--- config.mk ---
export PLATFORM = sky130hd
export DESIGN_NAME = trap_ctrl
export DESIGN_NICKNAME = d
export VERILOG_FILES = /design/src/rtl/trap_ctrl_pkg.sv /design/src/rtl/trap_ctrl_prio_enc.sv /design/src/rtl/trap_ctrl.sv
export SDC_FILE = /design/constraint.sdc
export NUM_CORES = 1
export LEC_CHECK = 0
export ABC_AREA = 0
export CAP_MARGIN = 10
export CORE_MARGIN = 2
export CORE_UTILIZATION = 40
export DETAILED_ROUTE_END_ITERATION = 16
export GPL_TIMING_DRIVEN = 1
export HOLD_SLACK_MARGIN = 0.1
export PLACE_DENSITY = 0.73
export SYNTH_ARGS = -nofsm -noshare
export SYNTH_HDL_FRONTEND = slang
export SYNTH_SLANG_ARGS = --single-unit
--- constraint.sdc ---
create_clock -name clk -period 6.5 [get_ports clk]
set_input_delay 0.975 -clock clk [delete_from_list [all_inputs] [get_ports clk]]
set_output_delay 0.975 -clock clk [all_outputs]
set_load 0.01 [all_outputs]
--- src/rtl/trap_ctrl_pkg.sv ---
// -----------------------------------------------------------------------------
// trap_ctrl_pkg
//   Shared constants for the machine-mode trap sequencer: cause codes,
//   privilege encodings, mtvec MODE encoding and the sequencer FSM states.
// -----------------------------------------------------------------------------
package trap_ctrl_pkg;

    // Synchronous exception codes produced by the sequencer itself.
    localparam logic [4:0] EXC_ILLEGAL_INSTR = 5'd2;
    localparam logic [4:0] EXC_ECALL_U       = 5'd8;
    localparam logic [4:0] EXC_ECALL_M       = 5'd11;

    // Machine interrupt codes.
    localparam logic [4:0] IRQ_MSI = 5'd3;
    localparam logic [4:0] IRQ_MTI = 5'd7;
    localparam logic [4:0] IRQ_MEI = 5'd11;

    // Privilege levels (only M and U exist on this hart).
    localparam logic [1:0] PRIV_U = 2'b00;
    localparam logic [1:0] PRIV_M = 2'b11;

    // mtvec MODE field value that selects vectored interrupt entry.
    localparam logic [1:0] MTVEC_VECTORED = 2'b01;

    typedef enum logic [1:0] {
        ST_IDLE     = 2'd0,
        ST_FLUSH    = 2'd1,
        ST_COMMIT   = 2'd2,
        ST_REDIRECT = 2'd3
    } trap_state_t;

    // mcause layout: interrupt flag in the MSB, code in the low bits.
    function automatic logic [31:0] make_cause(input logic is_irq, input logic [4:0] code);
        return {is_irq, 26'b0, code};
    endfunction

endpackage

--- src/rtl/trap_ctrl_prio_enc.sv ---
// -----------------------------------------------------------------------------
// trap_prio_enc
//   Combinational request arbiter. Picks the single highest-priority event
//   among EX exception, ECALL, MRET (legal or illegal) and enabled machine
//   interrupts.
// Ports
//   cur_priv, exc_valid, exc_cause, exc_ecall, mret_req    : EX-stage events
//   irq_ext, irq_tmr, irq_sw                               : raw pending lines
//   boundary_ok, mstatus_mie, mie_mask                     : interrupt gating
//   take     : some request is accepted
//   is_irq   : accepted request is an interrupt
//   is_mret  : accepted request is a legal MRET
//   use_tval : mtval comes from exc_tval (otherwise 0)
//   code     : exception / interrupt code
// -----------------------------------------------------------------------------
module trap_prio_enc
    import trap_ctrl_pkg::*;
(
    input  logic [1:0] cur_priv,
    input  logic       exc_valid,
    input  logic [4:0] exc_cause,
    input  logic       exc_ecall,
    input  logic       mret_req,
    input  logic       irq_ext,
    input  logic       irq_tmr,
    input  logic       irq_sw,
    input  logic       boundary_ok,
    input  logic       mstatus_mie,
    input  logic [2:0] mie_mask,
    output logic       take,
    output logic       is_irq,
    output logic       is_mret,
    output logic       use_tval,
    output logic [4:0] code
);

    logic [2:0] irq_live;   // {MEI, MTI, MSI}, same order as mie_mask
    logic [4:0] ecall_code;

    assign irq_live   = {irq_ext, irq_tmr, irq_sw} & mie_mask;
    assign ecall_code = (cur_priv == PRIV_U) ? EXC_ECALL_U : EXC_ECALL_M;

    always_comb begin
        // NOTE: every output gets a default before the if-chain so no path
        // leaves a value unassigned, which would otherwise infer a latch.
        take     = 1'b0;
        is_irq   = 1'b0;
        is_mret  = 1'b0;
        use_tval = 1'b0;
        code     = '0;

        if (exc_valid) begin
            take     = 1'b1;
            use_tval = 1'b1;
            code     = exc_cause;
        end else if (exc_ecall) begin
            take = 1'b1;
            code = ecall_code;
        end else if (mret_req) begin
            take = 1'b1;
            // MRET from U-mode is an illegal instruction, not a return.
            if (cur_priv != PRIV_M) begin
                code = EXC_ILLEGAL_INSTR;
            end else begin
                is_mret = 1'b1;
            end
        end else if (mstatus_mie && boundary_ok && (|irq_live)) begin
            take   = 1'b1;
            is_irq = 1'b1;
            // Architectural order: external > software > timer.
            if (irq_live[2]) begin
                code = IRQ_MEI;
            end else if (irq_live[0]) begin
                code = IRQ_MSI;
            end else begin
                code = IRQ_MTI;
            end
        end
    end

endmodule

--- src/rtl/trap_ctrl.sv ---
// -----------------------------------------------------------------------------
// trap_ctrl
//   Trap / interrupt sequencer in front of the machine-mode CSR file.
//   Accepts one request in IDLE, stalls and flushes the pipeline for
//   FLUSH_CYCLES cycles, emits a one-cycle commit pulse to the CSR file and
//   then hands the redirect PC to fetch over a valid/ready handshake.
// Parameters
//   FLUSH_CYCLES : flush duration before commit (1..15)
//   VECTORED_EN  : honour mtvec MODE=01 for interrupts
// Ports
//   clk, reset                         : clock, async active-high reset
//   cur_priv, exc_*, mret_req          : EX-stage requests
//   irq_ext/irq_tmr/irq_sw             : machine interrupt pending lines
//   boundary_ok, next_pc               : interrupt boundary and its EPC
//   mstatus_mie, mie_mask, mtvec, mepc : CSR file state
//   stall, flush                       : pipeline control
//   trap_commit, mret_commit           : one-cycle CSR update pulses
//   trap_cause, trap_epc, trap_tval    : CSR write data (valid with pulse)
//   redirect_valid/pc/ready            : redirect handshake to fetch
// -----------------------------------------------------------------------------
module trap_ctrl
    import trap_ctrl_pkg::*;
#(
    parameter int unsigned FLUSH_CYCLES = 2,
    parameter bit          VECTORED_EN  = 1'b1
) (
    input  logic        clk,
    input  logic        reset,
    input  logic [1:0]  cur_priv,
    input  logic        exc_valid,
    input  logic [4:0]  exc_cause,
    input  logic        exc_ecall,
    input  logic [31:0] exc_pc,
    input  logic [31:0] exc_tval,
    input  logic        mret_req,
    input  logic        irq_ext,
    input  logic        irq_tmr,
    input  logic        irq_sw,
    input  logic        boundary_ok,
    input  logic [31:0] next_pc,
    input  logic        mstatus_mie,
    input  logic [2:0]  mie_mask,
    input  logic [31:0] mtvec,
    input  logic [31:0] mepc,
    output logic        stall,
    output logic        flush,
    output logic        trap_commit,
    output logic        mret_commit,
    output logic [31:0] trap_cause,
    output logic [31:0] trap_epc,
    output logic [31:0] trap_tval,
    output logic        redirect_valid,
    output logic [31:0] redirect_pc,
    input  logic        redirect_ready
);

    localparam logic [3:0] FLUSH_LOAD = 4'(FLUSH_CYCLES - 1);

    trap_state_t state;
    logic [3:0]  flush_cnt;

    // Request captured on the IDLE->FLUSH edge.
    logic [31:0] cap_cause;
    logic [31:0] cap_epc;
    logic [31:0] cap_tval;
    logic        cap_is_mret;

    // Arbiter outputs.
    logic       req_take;
    logic       req_is_irq;
    logic       req_is_mret;
    logic       req_use_tval;
    logic [4:0] req_code;

    logic [31:0] mtvec_base;
    logic [31:0] target_pc;

    trap_prio_enc u_prio_enc (
        .cur_priv    (cur_priv),
        .exc_valid   (exc_valid),
        .exc_cause   (exc_cause),
        .exc_ecall   (exc_ecall),
        .mret_req    (mret_req),
        .irq_ext     (irq_ext),
        .irq_tmr     (irq_tmr),
        .irq_sw      (irq_sw),
        .boundary_ok (boundary_ok),
        .mstatus_mie (mstatus_mie),
        .mie_mask    (mie_mask),
        .take        (req_take),
        .is_irq      (req_is_irq),
        .is_mret     (req_is_mret),
        .use_tval    (req_use_tval),
        .code        (req_code)
    );

    // Redirect target uses live mtvec/mepc, so it reflects the CSR values
    // present during the COMMIT cycle, when it is registered.
    assign mtvec_base = {mtvec[31:2], 2'b00};

    always_comb begin
        target_pc = mtvec_base;
        if (cap_is_mret) begin
            target_pc = mepc;
        end else if (VECTORED_EN && cap_cause[31] && (mtvec[1:0] == MTVEC_VECTORED)) begin
            target_pc = mtvec_base + {25'b0, cap_cause[4:0], 2'b00};
        end
    end

    // NOTE: state and every output are updated with non-blocking assignments
    // so all registers see pre-edge values, regardless of statement order.
    always_ff @(posedge clk or posedge reset) begin
        if (reset) begin
            // NOTE: capture registers are reset too, not just the FSM, so a
            // reset mid-sequence leaves nothing stale behind.
            state          <= ST_IDLE;
            flush_cnt      <= '0;
            cap_cause      <= '0;
            cap_epc        <= '0;
            cap_tval       <= '0;
            cap_is_mret    <= 1'b0;
            stall          <= 1'b0;
            flush          <= 1'b0;
            trap_commit    <= 1'b0;
            mret_commit    <= 1'b0;
            trap_cause     <= '0;
            trap_epc       <= '0;
            trap_tval      <= '0;
            redirect_valid <= 1'b0;
            redirect_pc    <= '0;
        end else begin
            // Commit strobes are single-cycle by default.
            trap_commit <= 1'b0;
            mret_commit <= 1'b0;

            case (state)
                ST_IDLE: begin
                    if (req_take) begin
                        state       <= ST_FLUSH;
                        stall       <= 1'b1;
                        flush       <= 1'b1;
                        flush_cnt   <= FLUSH_LOAD;
                        cap_cause   <= make_cause(req_is_irq, req_code);
                        cap_epc     <= req_is_irq ? next_pc : exc_pc;
                        cap_tval    <= req_use_tval ? exc_tval : 32'd0;
                        cap_is_mret <= req_is_mret;
                    end
                end

                ST_FLUSH: begin
                    if (flush_cnt == 4'd0) begin
                        state       <= ST_COMMIT;
                        flush       <= 1'b0;
                        trap_commit <= ~cap_is_mret;
                        mret_commit <= cap_is_mret;
                        trap_cause  <= cap_cause;
                        trap_epc    <= cap_epc;
                        trap_tval   <= cap_tval;
                    end else begin
                        flush_cnt <= flush_cnt - 4'd1;
                    end
                end

                ST_COMMIT: begin
                    state          <= ST_REDIRECT;
                    redirect_valid <= 1'b1;
                    redirect_pc    <= target_pc;
                end

                ST_REDIRECT: begin
                    if (redirect_ready) begin
                        state          <= ST_IDLE;
                        redirect_valid <= 1'b0;
                        stall          <= 1'b0;
                    end
                end

                default: begin
                    state <= ST_IDLE;
                end
            endcase
        end
    end

endmodule
==> results of run 1 <==
==> final cells by class <==
| class | count | area [sq um] |
|---|---|---|
| fill | 1886 | 9390 |
| sequential | 184 | 4600 |
| multi-input combinational | 563 | 3810 |
| timing repair buffer | 291 | 2900 |
| clock buffer | 17 | 425 |
| tap | 280 | 350 |
| clock inverter | 15 | 156 |
| inverter | 12 | 52.6 |
| antenna | 1 | 2.50 |
==> power by group through the flow <==
| stage | clock, mW | combinational, mW | sequential [mW] |
|---|---|---|---|
| floorplan | 0 | 1.09 | 2.05 |
| global placement | 0 | 2.13 | 1.96 |
| detailed placement | 0 | 2.17 | 1.99 |
| CTS | 1.05 | 2.18 | 1.97 |
| global route | 1.10 | 2.37 | 2.04 |
| finish | 1.02 | 2.16 | 1.96 |
==> sequential cells by signal (all words and copies together) (netlist names) <==
register	cells
flush	1
redirect_pc	32
stall	1
cap_is_mret	1
trap_tval	32
redirect_valid	1
trap_commit	1
trap_cause	6
state	2
cap_epc	32
trap_epc	32
cap_cause	6
mret_commit	1
flush_cnt	4
cap_tval	32
==> metal layers <==
metal  vias up  global-route usage  part of all wire
met4         0              0.0516             0.013
met1      3417               0.263              0.42
met2       245               0.344              0.49
met3        22              0.0657             0.073
li1       3335                   -                 -
met5         -                   0                 0
==> cell families after synthesis <==
| group | Yosys count | synth area share |
|---|---|---|
| AOI/OAI and AO/OA | 148 | 0.115 |
| xor gates and xnor gates | 21 | 0.0209 |
| adders and majority gates | 13 | 0.0194 |
| buffers and inverters | 86 | 0.0544 |
| DFF | 184 | 0.524 |
| muxes | 109 | 0.134 |
| other | 1 | 0.000427 |
| and+or+nand+nor | 246 | 0.132 |
==> per-stage QoR <==
step	worst slack (ps)	hold slack (ps)	power, mW	std cells	cell area [sq um]
2_1_floorplan	525	433	3.15	833	8880
3_3_place_gp	2840	443	4.10	1330	11700
3_5_place_dp	2770	451	4.16	1330	11700
4_1_cts	3210	468	5.20	1362	12300
5_1_grt	3060	490	5.51	1363	12300
6_report	3270	464	5.14	1363	12300
==> path summary, 6_finish.rpt <==
| check | end | cells past startpoint | startpoint |
|---|---|---|---|
| max in group asynchronous | state[0]$_DFFE_PP0P_ | 3 | reset |
| min in group asynchronous | cap_tval[19]$_DFFE_PP0P_ | 2 | reset |
| hold / removal | cap_tval[3]$_DFFE_PP0P_ | 2 | cap_tval[3]$_DFFE_PP0P_ |
| setup / recovery | cap_epc[6]$_DFFE_PP0P_ | 5 | irq_ext |
| hold reg to reg | cap_tval[3]$_DFFE_PP0P_ | 2 | cap_tval[3]$_DFFE_PP0P_ |
| setup reg to reg | redirect_pc[28]$_DFFE_PP0P_ | 8 | state[0]$_DFFE_PP0P_ |
==> layout by cell type (no fill, tap or decap), types with 9 or more instances in the layout <==
| cell | netlist | layout |
|---|---|---|
| nand2_1 | 130 | 129 |
| nand3_1 | 45 | 45 |
| o21ai_0 | 18 | 18 |
| clkdlybuf4s50_1 | 0 | 286 |
| mux2_2 | 71 | 71 |
| dfrtp_1 | 184 | 184 |
| a22oi_1 | 22 | 22 |
| ha_1 | 12 | 12 |
| xnor2_1 | 10 | 10 |
| mux2i_1 | 37 | 37 |
| a21oi_1 | 16 | 16 |
| clkbuf_16 | 0 | 17 |
| nor2_1 | 17 | 17 |
| xor2_1 | 11 | 11 |
| conb_1 | 1 | 26 |
| o21ai_1 | 47 | 47 |
| inv_1 | 11 | 10 |
| and2_1 | 10 | 9 |
==> worst max-delay path, delay by kind of cell <==
kind            cells  cell delay [ps]
buf+inv             1              440
simple gates        1              860
compound gates      3             1130
==> impl_metrics.tcl, run 1 <==
set metrics [dict create \
    vdd_drop_max_mv 0.200 \
    switching_share 0.359 \
    leakage_nw 5.29 \
    final-setup-viol-count 0 \
    final.period_utilization 0.497 \
    dr_total_vias 7019 \
    netlist_area_sq_um 8790 \
    yosysMostFrequentCell "dfrtp_1" \
    fp-row-count 54 \
    synth_area_per_cell_sq_um 10.9 \
    crit_chain "clkdlybuf4s50_1 > a222oi_1 > o21ai_1 > nand2_4 > o21ai_1" \
    p_int_mw 3.29 \
    p_comb_frac 0.420 \
    seqPwrFrac 0.382 \
    relSlewSlack 0.220 \
    drv_slew 0 \
    cp_slowest_stage_delay_ps 860 \
    hold_buffers 0 \
    cts_resized 0 \
    cts_buffer_depth 2 \
    drt-initial-drc-count 313 \
    crit_type "primary input to register" \
    synth_edf_count 0 \
    cts_setup_buffers 0 \
    tightestPinTransition_ps 1170 \
    worstPathRequired_ps 6770 \
    cpMostUsedCell "o21ai_1" \
    crit_fanout 103 \
    antenna_found_initial 1 \
    async_flop_share 1.00 \
    coreArea_sq_um 21700 \
    crit_arrival_ps 3490 \
    post-route-util 0.567 \
    rsz0062_at_grt "no" \
    synth.distinct_cells 58 \
    tns_ps 0 \
    first_global_vias 7144 \
    synth_area_leaders "dfrtp_1 52%, mux2_2 9.1%, nand2_1 5.6%" \
    post_drt_wl_per_cell_um 17.5 \
    synth_top_area_share 0.524 \
    die_w_um 152 \
    ant_nets 0 \
    nets 1263 \
    port_buffers 287 \
    drt_pre_antenna_iters 5 \
    min_path_type "register to register" \
    routed_wl_um 23900 \
    clock_latency_ps 430 \
    die_h_um 152 \
    synth-seq-area-share 0.524 \
    synthFlopType "dfrtp_1" \
    clock_sinks 184 \
    yosys-top-cells-count "184 x dfrtp_1, 130 x nand2_1, 71 x mux2_2" \
    clkPwrFrac 0.199 \
    finalHoldViolCount 0 \
    cts_tree "done" \
    die_area_sq_um 23200 \
    switchingPower_mw 1.85 \
    ios 314 \
    root_buffer "clkbuf_16" \
    grt.total_usage 0.207 \
    start_kind "primary input" \
    area_growth_syn_to_layout_pct 40.0 \
    path_clk_slew_ps 80 \
    cellPowerDensity_nw_per_um2 418 \
    drive_above_1_share 0.115 \
    fmax_ghz 0.310 \
    ys_warn_count 0 \
    regToRegSetupSlack_ps 3630 \
    fin_crit_ps 3230 \
    status "completed" \
    grt_max_degree 152 \
    synth_cells 808 \
    drc 0 \
    overflow 0 \
    ys_ff_latch 184 \
    finalWeightedCongestion 0.823 \
    grt_pass1_wl_um 38400 \
    maxCapViolCount 0 \
    clock_skew_ps 13.7 \
    viasPerCell 5.15 \
    cp_slowest_cell "nand2_4" \
    crit_path_end_kind "register" \
    dp.final_hpwl_um 17000 \
    cts_buffers 17 \
    synth_area_leader_cell "dfrtp_1" \
    h-tree-depth 4 \
    start_util 0.405 \
]
Power figures use the tool's default switching activity.
==> inputs of run 2 (changes only) <==
- clock period: 6.5 -> 3.3 ns (I/O delays scaled with it)
==> run 2 against run 1 <==
Critical path depth rose by 3. Largest power group unchanged. Die area did not move. Critical endpoint is now redirect_pc[24]$_DFFE_PP0P_. Register-to-register slack worse by 2600 ps. Worst hold slack improved by 1.1 ps. Cell area grew 1.6%. Setup slack got worse by 2400 ps. Sequential cell count unchanged. Sequential power increased by 97%. Combinational power is 99% higher. Global-route usage shrank 0.54 points.
==> impl_metrics.tcl, run 2 (synthesis results as in run 1) <==
set metrics [dict create \
    status "completed" \
    min_path_type "register to register" \
    dr_total_vias 6943 \
    root_buffer "clkbuf_16" \
    hold_buffers 0 \
    drc 0 \
    pre_cts_ws_ps 473 \
    crit_arrival_ps 2740 \
    nets 1274 \
    routed_wl_um 23200 \
    holdWs_ps 465 \
    cellPowerDensity_nw_per_um2 825 \
    cp_num_buf_inv 1 \
    drv_slew 0 \
    fin_crit_ps 2390 \
    clock_latency_ps 440 \
    maxCapViolCount 0 \
    clock_skew_ps 13.4 \
    drt-initial-drc-count 283 \
    cp_slowest_stage_delay_ps 430 \
    antenna_found_initial 0 \
    port_buffers 287 \
    fmax_ghz 0.419 \
    die_area_sq_um 23200 \
    die_w_um 152 \
    leakage_nw 5.39 \
    crit_chain "clkdlybuf4s50_1 > ha_1 > fa_1 > a211oi_1 > o21bai_2 > nand3b_4 > mux2_2 > nand2_1" \
    clock_sinks 184 \
    cts_buffer_depth 2 \
    viasPerCell 5.06 \
    diodes 0 \
    cts_buffers 17 \
    first_global_vias 6928 \
    cts_setup_buffers 0 \
    dp.final_hpwl_um 17000 \
    final-setup-viol-count 0 \
    coreArea_sq_um 21700 \
    start_util 0.405 \
    relSlewSlack 0.570 \
    cts_resized 0 \
    crit_type "primary input to register" \
    setup_ws_ps 915 \
    vdd_drop_max_mv 0.355 \
    critPathLaunch "mtvec[2]" \
    fp-row-count 54 \
    post_drt_wl_per_cell_um 16.9 \
    r2r_start "cap_cause[0]$_DFFE_PP0P_" \
    min_from "cap_tval[16]$_DFFE_PP0P_" \
    cts_tree "done" \
    final.period_utilization 0.723 \
    ant_nets 0 \
    crit_path_end_kind "register" \
    path_clk_slew_ps 80 \
    area_growth_syn_to_layout_pct 42.2 \
    tightestPinTransition_ps 645 \
    grt_max_degree 104 \
    overflow 0 \
    final_common_cell "clkdlybuf4s50_1" \
    tns_ps 0 \
    crit_fanout 9 \
    cpLargestDelayFamily "adder cells" \
    rsz0062_at_grt "no" \
    drive_above_1_share 0.124 \
    post-route-util 0.576 \
    finalHoldViolCount 0 \
    die_h_um 152 \
    start_kind "primary input" \
    final_cell_mix "286 x clkdlybuf4s50_1, 184 x dfrtp_1, 129 x nand2_1" \
    grt.total_usage 0.201 \
    worstPathRequired_ps 3660 \
    drt_pre_antenna_iters 4 \
    total_power_mw 10.3 \
    ios 314 \
    finalWeightedCongestion 0.845 \
    cp_slowest_cell "fa_1" \
    h-tree-depth 4 \
    grt_pass1_wl_um 37300 \
]
==> run 2: cell count changes in the layout (fill, tap and decap cells not counted), sizes merged <==
cell | previous run | this run
buf | 5 | 16
clkinv | 6 | 8
clkbuf | 17 | 18
clkinvlp | 3 | 1
diode | 1 | 0
inv | 18 | 16
bufinv | 0 | 1
==> run 2: worst register-to-register path, delay by kind of cell, from the launching register on <==
kind | cells | cell delay, ps
AOI/OAI and AO/OA | 2 | 580
adders and majority gates | 2 | 660
DFF | 1 | 430
muxes | 1 | 350
and+or+nand+nor | 2 | 230
==> run 2: final timing paths <==
path                            slack [ps]  cells past startpoint                          end
worst max-delay path                   910                      8  redirect_pc[24]$_DFFE_PP0P_
worst min-delay path                   460                      2     cap_tval[16]$_DFFE_PP0P_
worst max register to register        1000                      7  redirect_pc[24]$_DFFE_PP0P_
worst min register to register         460                      2     cap_tval[16]$_DFFE_PP0P_
max in group asynchronous             2260                      3     cap_tval[14]$_DFFE_PP0P_
min in group asynchronous              540                      3     flush_cnt[2]$_DFFE_PP0P_
==> run 2: cell type report <==
| cell class | instances | area (sq um) |
|---|---|---|
| clock inverters | 14 | 199 |
| repair buffers | 302 | 3040 |
| clock buffers | 18 | 439 |
| flip-flops and latches | 184 | 4600 |
| well taps | 280 | 350 |
| inverters | 12 | 48.8 |
| multi-input cells | 563 | 3810 |
| fillers | 1885 | 9190 |
==> run 2: through the flow <==
stage               instances  area (sq um)
global route             1373         12500
finish                   1373         12500
floorplan                 833          8880
detailed placement       1341         11900
CTS                      1373         12500
global placement         1341         11900
==> run 2: power by group <==
| group | switching (mW) | internal, mW | leakage, nW |
|---|---|---|---|
| Combinational | 2.04 | 2.26 | 2.75 |
| Sequential | 0.585 | 3.29 | 2.33 |
| Clock | 1.01 | 1.13 | 0.308 |
| Total | 3.64 | 6.68 | 5.39 |
==> run 2: layer usage <==
layer / vias up / global-route usage / routed length, um
met5: - / 0 / 0
met4: 0 / 0.0850 / 687
met3: 40 / 0.0563 / 1640
met2: 256 / 0.325 / 11000
met1: 3299 / 0.255 / 9930
li1: 3348 / - / -
